File: src/rtl/cpu_pkg.sv
// Shared CPU definitions: datapath widths, reset program counter,
// fetch FSM state type and the queued fetch entry layout.
package cpu_pkg;

  localparam int unsigned WORD_W = 16;
  localparam int unsigned ADDR_W = 16;

  localparam logic [ADDR_W-1:0] RESET_PC_DEFAULT = 16'h0010;

  typedef enum logic {
    BOOT = 1'b0,
    RUN  = 1'b1
  } fetch_state_t;

  typedef struct packed {
    logic [ADDR_W-1:0] pc;
    logic [WORD_W-1:0] word;
  } fetch_entry_t;

endpackage

File: src/rtl/instr_queue.sv
// Instruction queue: FIFO of {pc, word} entries feeding the decoder.
// Ports:
//   clk, rst_n          clock, synchronous active-low reset
//   push, din           write entry at cycle end
//   pop                 drop head at cycle end (ignored when empty)
//   flush               empty the queue; overrides push and pop
//   head                current head entry
//   count, full, empty  occupancy
module instr_queue
  import cpu_pkg::*;
#(
  parameter int unsigned DEPTH = 2
) (
  input  logic                       clk,
  input  logic                       rst_n,
  input  logic                       push,
  input  logic                       pop,
  input  logic                       flush,
  input  fetch_entry_t               din,
  output fetch_entry_t               head,
  output logic [$clog2(DEPTH):0]     count,
  output logic                       full,
  output logic                       empty
);

  localparam int unsigned AW = $clog2(DEPTH);
  localparam int unsigned CW = AW + 1;

  fetch_entry_t   store [DEPTH];
  logic [AW-1:0]  wr_ptr;
  logic [AW-1:0]  rd_ptr;
  logic           do_push;
  logic           do_pop;

  assign do_push = push & ~flush;
  assign do_pop  = pop & ~empty & ~flush;

  assign head  = store[rd_ptr];
  assign empty = (count == '0);
  assign full  = (count == CW'(DEPTH));

  always_ff @(posedge clk) begin
    if (!rst_n) begin
      wr_ptr <= '0;
      rd_ptr <= '0;
      count  <= '0;
      for (int unsigned i = 0; i < DEPTH; i++) begin
        store[i] <= '0;
      end
    end else if (flush) begin
      wr_ptr <= '0;
      rd_ptr <= '0;
      count  <= '0;
    end else begin
      if (do_push) begin
        store[wr_ptr] <= din;
        wr_ptr        <= wr_ptr + 1'b1;
      end
      if (do_pop) begin
        rd_ptr <= rd_ptr + 1'b1;
      end
      count <= count + CW'(do_push) - CW'(do_pop);
    end
  end

endmodule

File: src/rtl/instr_fetch.sv
// Instruction fetch stage. Owns the PC, issues pipelined reads to the
// instruction memory, captures returned words from d_bus and queues them
// for the decoder. Supports data-access priority (mem_busy), halt and
// jump redirection with squash of in-flight and queued words.
// Ports:
//   clk, rst_n                 clock, synchronous active-low reset
//   mem_busy, halt             block new requests
//   jump, jump_addr            one-cycle redirect strobe and target
//   i_read, i_push, i_addr     memory control (i_read/i_push combinational)
//   d_bus                      shared bus, sampled in i_push cycles
//   instr, instr_pc            queue head word and its address
//   instr_valid, instr_ready   decoder handshake
module instr_fetch
  import cpu_pkg::*;
#(
  parameter logic [ADDR_W-1:0] RESET_PC = RESET_PC_DEFAULT,
  parameter int unsigned       DEPTH    = 2
) (
  input  logic              clk,
  input  logic              rst_n,
  input  logic              mem_busy,
  input  logic              halt,
  input  logic              jump,
  input  logic [ADDR_W-1:0] jump_addr,
  output logic              i_read,
  output logic              i_push,
  output logic [ADDR_W-1:0] i_addr,
  input  logic [WORD_W-1:0] d_bus,
  output logic [WORD_W-1:0] instr,
  output logic [ADDR_W-1:0] instr_pc,
  output logic              instr_valid,
  input  logic              instr_ready
);

  localparam int unsigned CW = $clog2(DEPTH) + 1;
  localparam int unsigned OW = CW + 1;

  fetch_state_t      state;
  fetch_state_t      next_state;
  logic [ADDR_W-1:0] pc;
  logic              req_v;
  logic [ADDR_W-1:0] req_pc;
  logic [CW-1:0]     count;
  logic              full;
  logic              empty;
  logic              pop;
  logic [OW-1:0]     occupancy;
  logic              space;
  fetch_entry_t      q_din;
  fetch_entry_t      q_head;

  assign pop         = instr_valid & instr_ready;
  // Occupancy after this cycle counts the word already in flight, so a
  // request is only issued when its word is guaranteed a free slot.
  assign occupancy   = OW'(count) + OW'(req_v) - OW'(pop);
  assign space       = (occupancy < OW'(DEPTH));

  assign i_addr      = pc;
  assign instr_valid = ~empty;
  assign instr       = q_head.word;
  assign instr_pc    = q_head.pc;
  assign q_din       = '{pc: req_pc, word: d_bus};

  always_ff @(posedge clk) begin
    if (!rst_n) begin
      state <= BOOT;
    end else begin
      state <= next_state;
    end
  end

  always_comb begin
    next_state = state;
    i_read     = 1'b0;
    unique case (state)
      BOOT: next_state = RUN;
      RUN:  i_read     = ~mem_busy & ~halt & ~jump & space;
      default: next_state = BOOT;
    endcase
    i_push = req_v & ~jump;
  end

  always_ff @(posedge clk) begin
    if (!rst_n) begin
      pc     <= RESET_PC;
      req_v  <= 1'b0;
      req_pc <= '0;
    end else if (jump) begin
      pc    <= jump_addr;
      req_v <= 1'b0;
    end else begin
      req_v <= i_read;
      if (i_read) begin
        pc     <= pc + 1'b1;
        req_pc <= pc;
      end
    end
  end

  instr_queue #(
    .DEPTH (DEPTH)
  ) u_queue (
    .clk   (clk),
    .rst_n (rst_n),
    .push  (i_push),
    .pop   (pop),
    .flush (jump),
    .din   (q_din),
    .head  (q_head),
    .count (count),
    .full  (full),
    .empty (empty)
  );

  always_ff @(posedge clk) begin
    if (rst_n) begin
      assert (!(i_push && full && !pop));
    end
  end

endmodule

File: config.mk
export PLATFORM = sky130hd
export DESIGN_NAME = instr_fetch
export DESIGN_NICKNAME = d
export VERILOG_FILES = /design/src/rtl/cpu_pkg.sv /design/src/rtl/instr_queue.sv /design/src/rtl/instr_fetch.sv
export SDC_FILE = /design/constraint.sdc
export NUM_CORES = 1
export LEC_CHECK = 0
export BUFFER_PORTS_ARGS = -buffer_cell sky130_fd_sc_hd__clkbuf_2
export CAP_MARGIN = 20
export CORE_MARGIN = 4
export CORE_UTILIZATION = 60
export CTS_CLUSTER_DIAMETER = 50
export DETAILED_ROUTE_END_ITERATION = 8
export GPL_TIMING_DRIVEN = 1
export HOLD_SLACK_MARGIN = 0.03
export PLACE_DENSITY = 0.85
export SYNTH_ARGS = -nofsm -noshare
export SYNTH_HDL_FRONTEND = slang
export SYNTH_HIERARCHICAL = 1
export SYNTH_SLANG_ARGS = --single-unit
File: constraint.sdc
create_clock -name clk -period 9.3 [get_ports clk]
set_input_delay 0.465 -clock clk [delete_from_list [all_inputs] [get_ports clk]]
set_output_delay 0.465 -clock clk [all_outputs]
set_load 0.01 [all_outputs]
==> results.md, run 1 <==
- Final worst path period share: roughly two fifths
- HPWL after detailed placement: roughly 6000 um
- RR Startpoint: u_queue/count[1]
- Fin area: around 0.0054 mm2
- Cts hold-fix bufs: 0
- DR WL/cell: 15.5 um
- Tot GR Track Use: 20.6%
- Final Skew: ~0.011 ns
- Post-Syn Nets: approximately 460
- Clk_lat worst skew: 0.36 ns
- Fin Setup TNS: 0 ns
- Run status: finished clean
- Maximum clock frequency: between 200 and 300 MHz
- H-tree levels: 3
- Final Hold Vio Count: 0
- GR Overflow Total: 0
- Ys Warns: 6
- Final Critical Period: 3.56 ns
- FP Rows: 32
- Core area: just under 0.008 mm2
- Layout cells sized above 1: between 20% and 30%
- Syn Area/Cell: ~11 um2
- Number of I/O pins: 89
- Worst slew pin tran: 1.06 ns
- CP Data Arrival Time: slightly above 3 ns
- CP Max Fanout: 18
- Die Wd: 96.7 um
- Port-buffer cells: between 80 and 90
- Total CTS buffers: 9
- Reg-to-reg setup timing slack: between 5 and 6 ns
- Final WL: roughly 9300 um
- Core Util, Final: a little over two thirds
- Placed cells: 585
- R2R depth: 9
- WHS: ~0.35 ns
- Initial Utilization: 61.4%
- TritonCTS clock tree: built
- Fin. max-slew vios: 0
- HP Start: jump_addr[4]
- Initial antenna violation count: 0
- Vias in the first global route: 3,363
- Pwr dens: about 150 mW/mm2
- Post-DR vias/cell: 5.63
- Relative slew slack: 29.3%
- Worst vdd ir: 0.103 mV
- Hold Crit Depth: 3
- Sink Count: approximately 100
- DR pass1 iterations: 5
- First-pass GRT wire length: about 16,000 um
- Post-CTS Setup Bufs: 0
- Final-report setup violation count: 0
- Die ar.: 0.00936 mm2
- Cell area after technology mapping: 0.00472 mm2
- Worst Hold Class: in2reg
- Clock transition at path regs: approximately 0.090 ns
- Die height: 96.7 um
- DR vias: 3,376
- Cell count after synthesis: between 400 and 500
- Max cap viols: 0
- Leakage power: 1.99 nW
- Reg2reg end: i_addr[13]
- 1st-iter DRT viols: slightly below 200
- # diodes: 0
- DP Area: between 0.005 and 0.006 mm2
- RSZ-0062 raised after global routing: false
- CTS resizes: 0
- Final #Nets: 537
- Worst endpoint required time: 8.84 ns
- CTS Buffer Depth: 2
- Largest net degree at the start of global routing: 74
- Crit start category: register
- Crit Path Category: reg2out
- CP endpoint kind: primary output
- Remaining DRCs: 0
- Detail Route Antenna Nets: 0
- Layout Cells excl Fill: 600
- Area grow syn2layout: 13.6%
- GP Congestion: ~0.84
- Worst hold path endpoint: i_addr[4]
- CTS root buffer: clkbuf_8
-- how the worst max path moves through the flow --
stage                           startpoint  slack [ns]                   to  cells past startpoint
after floorplan                       jump        5.39  u_queue/store[0][0]                      5
after detailed placement  u_queue/count[1]        5.95           i_addr[13]                      9
after global placement         instr_ready        6.08           i_addr[13]                      9
after global routing      u_queue/count[1]        5.50               i_read                      9
final                     u_queue/count[1]        5.74               i_read                      9
after CTS                 u_queue/count[1]        5.69               i_read                      9
-- state kept, by name, indices dropped and copies added, names as in the netlist, named ones only --
| name | flops |
|---|---|
| u_queue/store | 64 |
| i_addr | 16 |
| req_pc | 16 |
| u_queue/count | 2 |
| req_v | 1 |
| state | 1 |
| u_queue/rd_ptr | 1 |
| u_queue/wr_ptr | 1 |
-- final cells by class --
cell class	instances	area, um2
Clock buffer	9	124
Clock inverter	6	45.0
Fill cell	576	2320
Inverter	6	22.5
Multi-Input combinational cell	280	1860
Sequential cell	103	2700
Tap cell	102	128
Timing Repair Buffer	94	485
-- worst max-delay path, stage by stage (launching register included) --
cell	delay [ns]
dfxtp_1	0.47
nor2_1	0.10
nor2b_1	0.18
ha_1	0.26
nand2b_1	0.16
fa_1	0.49
nand4bb_1	0.32
nor3_2	0.26
buf_4	0.31
clkbuf_2	0.19
-- power breakdown --
| group | internal [mW] | total (mW) | switching (mW) | leakage (nW) |
|---|---|---|---|---|
| Combinational | 0.0252 | 0.0600 | 0.0348 | 0.926 |
| Clock | 0.0970 | 0.247 | 0.150 | 0.0743 |
| Sequential | 0.498 | 0.511 | 0.0123 | 0.986 |
| Total | 0.621 | 0.818 | 0.197 | 1.99 |
-- layout by cell type (no fill, tap or decap), types with 3 or more instances in the layout --
master	count
a21oi_1	6
a31oi_1	6
and4_1	3
buf_4	6
clkbuf_2	88
clkbuf_8	9
clkinvlp_4	3
dfxtp_1	39
edfxtp_1	64
ha_1	4
inv_1	5
mux2_2	32
mux2i_1	20
nand2_1	7
nand2b_1	5
nand3_1	42
nand4_1	4
nor2_1	71
nor2b_1	17
nor4_1	4
o21ai_0	19
or3_1	4
xnor2_1	6
xor2_1	3
-- per-stage QoR --
| step | setup slack, ns | total power [mW] |
|---|---|---|
| 3_3_place_gp | 6.08 | 0.580 |
| 6_report | 5.74 | 0.818 |
| 4_1_cts | 5.69 | 0.825 |
| 3_5_place_dp | 5.95 | 0.582 |
| 5_1_grt | 5.50 | 0.850 |
| 2_1_floorplan | 5.39 | 0.555 |
-- metal layers --
layer | global-route usage (%) | part of all wire, %
met5 | 0 | 0
met4 | 7.67 | 1.6
met3 | 3.89 | 6.0
met2 | 34.2 | 48
met1 | 26.9 | 44
No activity file was read; power rests on OpenSTA's default activity.
==> run 2, diff against run 1 <==
--- a/config.mk
+++ b/config.mk
@@ -5,15 +5,16 @@
 export SDC_FILE = /design/constraint.sdc
 export NUM_CORES = 1
 export LEC_CHECK = 0
+export ABC_AREA = 1
 export BUFFER_PORTS_ARGS = -buffer_cell sky130_fd_sc_hd__clkbuf_2
 export CAP_MARGIN = 20
 export CORE_MARGIN = 4
-export CORE_UTILIZATION = 60
+export CORE_UTILIZATION = 55
 export CTS_CLUSTER_DIAMETER = 50
 export DETAILED_ROUTE_END_ITERATION = 8
 export GPL_TIMING_DRIVEN = 1
 export HOLD_SLACK_MARGIN = 0.03
-export PLACE_DENSITY = 0.85
+export PLACE_DENSITY = 0.79
 export SYNTH_ARGS = -nofsm -noshare
 export SYNTH_HDL_FRONTEND = slang
 export SYNTH_HIERARCHICAL = 1
==> constraint.sdc (replaced) <==
create_clock -name clk -period 3.4 [get_ports clk]
set_input_delay 0.17 -clock clk [delete_from_list [all_inputs] [get_ports clk]]
set_output_delay 0.17 -clock clk [all_outputs]
set_load 0.01 [all_outputs]
==> results.md, run 2 <==
- CP Data Arrival Time: approximately 3 ns
- Worst slew pin tran: a little under 0.7 ns
- Sink Count: between 100 and 150
- Reg area: around 0.0027 mm2
- Ys Warns: 6
- Crit start category: register
- Final WL: approximately 9600 um
- CTS resizes: 0
- CTS Buffer Depth: 2
- Clk_lat worst skew: roughly 0.36 ns
- Post-DR vias/cell: just over 5
- Port-buffer cells: just under 90
- H-tree levels: 3
- Max reg flops: 64
- Final-report setup violation count: 0
- Final Critical Period: approximately 3.2 ns
- Maximum clock frequency: 316 MHz
- Die height: 101 um
- Run status: finished clean
- Cell count after synthesis: around 500
- Max cap viols: 0
- Initial Utilization: a little under three fifths
- Crit Path Category: reg2out
- Post-Syn Nets: roughly 540
- Worst Hold Class: in2reg
- GR Overflow Total: 0
- Clock transition at path regs: around 0.09 ns
- Total CTS buffers: 9
- Multi-input gate area: about 0.0017 mm2
- CP endpoint kind: primary output
- Remaining DRCs: 0
- Critical Path Most Common Cell: nor2_1
- Power consumption: between 2 and 2.5 mW
- Die ar.: 0.0102 mm2
- DR WL/cell: ~14 um
- Core Util, Final: 65.3%
- Final worst path period share: between 90% and 100%
- Fin. max-slew vios: 0
- Cts hold-fix bufs: 0
- Area grow syn2layout: 14.1%
- Cell area after technology mapping: 0.00478 mm2
- Initial antenna violation count: 0
- CP Max Fanout: 33
- RSZ-0062 raised after global routing: false
- Vias in the first global route: about 3,400
- Worst-path cell chain: nor2_1 > nor2_1 > ha_1 > or2_2 > fa_1 > nand2_1 > nor2_1 > inv_1 > nor2_4 > buf_8 > clkbuf_2
- Die Wd: between 100 and 150 um
- Number of I/O pins: 89
- Leakage power: about 2.3 nW
- WP buf/inv: 3
- Worst vdd ir: 0.218 mV
- Detail Route Antenna Nets: 0
- Pwr dens: approximately 430 mW/mm2
- # diodes: 0
- Most common cell after layout, fill and taps aside: nor2_1
- Fill count: 719
- Crit-path max cell delay: roughly 0.48 ns
- Largest net degree at the start of global routing: 34
- FP Rows: 33
- DR vias: between 3,000 and 4,000
- First-pass GRT wire length: 16,000 um
- Final Hold Vio Count: 0
- Relative slew slack: a little over half
- Crit path max-delay family: simple AND/OR/NAND/NOR gates
- 1st-iter DRT viols: about 140
- Fin Setup TNS: 0 ns
- Most frequent cells in the layout: nor2_1 (91), clkbuf_2 (89), nand2_1 (78), inv_1 (69), edfxtp_1 (64)
- TritonCTS clock tree: built
- Tot GR Track Use: approximately a fifth
- CTS root buffer: clkbuf_8
- Slowest-stage cell, CP: fa_1
- Core area: 0.00834 mm2
- GP Congestion: ~0.88
- Biggest register: u_queue/store
- Layout cells sized above 1: a little over a quarter
- Final Skew: slightly above 0.009 ns
- Final #Nets: 626
- Syn Area/Cell: 9.59 um2
- Worst endpoint required time: 3.23 ns
- HPWL after detailed placement: about 6600 um
- DR pass1 iterations: 4
- Post-CTS Setup Bufs: 0
## run 2: changes by cell type in the layout (fill, tap and decap cells not counted), moves of 6 or more
cell / delta
a31oi_1: -6
mux2i_1: -20
nor2b_1: -17
nand2_1: +71
nor2_2: +6
inv_1: +64
a21oi_1: +12
nand3_1: -20
nor2_1: +20
## run 2: per-stage QoR
stage,instances,hold WS (ns),worst slack (ns),cell area [um2]
after CTS,693,0.0428,0.0457,5440
after global placement,677,0.415,0.548,5230
final,693,0.0677,0.238,5450
after floorplan,498,0.198,0.886,4780
after global routing,693,0.0507,0.0573,5450
after detailed placement,677,0.421,0.408,5230
## run 2: layer usage
metal	track usage, %	wire [um]	vias to the layer above	share of wire, %
met3	3.72	613	11	6.4
met4	6.54	106	0	1.1
met2	32.2	4480	118	47
met1	26.9	4380	1645	46
li1	-	-	1780	-
met5	0	0	-	0
## run 2: path summary, 6_finish.rpt
kind	from	end	slack, ns	cells after the start
worst min register to register	u_queue/rd_ptr	u_queue/rd_ptr	0.52	2
worst max-delay path	u_queue/count[1]	i_read	0.24	11
worst min-delay path	jump_addr[4]	i_addr[4]	0.07	3
worst max register to register	u_queue/count[1]	i_addr[9]	0.55	14
## run 2: final cells by class
class                      instances  share of cell area [%]
inverter                          71                    4.89
multi-input combinational        306                    30.6
clock buffer                      13                    3.33
timing repair buffer              92                    8.77
tap                              105                    2.41
clock inverter                     3                   0.436
sequential                       103                    49.6
## run 2: report_power, final
part,internal [mW],total (mW),switching (mW)
Sequential,1.37,1.39,0.0267
Clock,0.356,0.762,0.406
Combinational,0.0696,0.181,0.112
## run 2: worst min-delay path, cell delays in order
cell,delay (ns)
clkbuf_2,0.08
a21oi_1,0.07
nand3_1,0.07
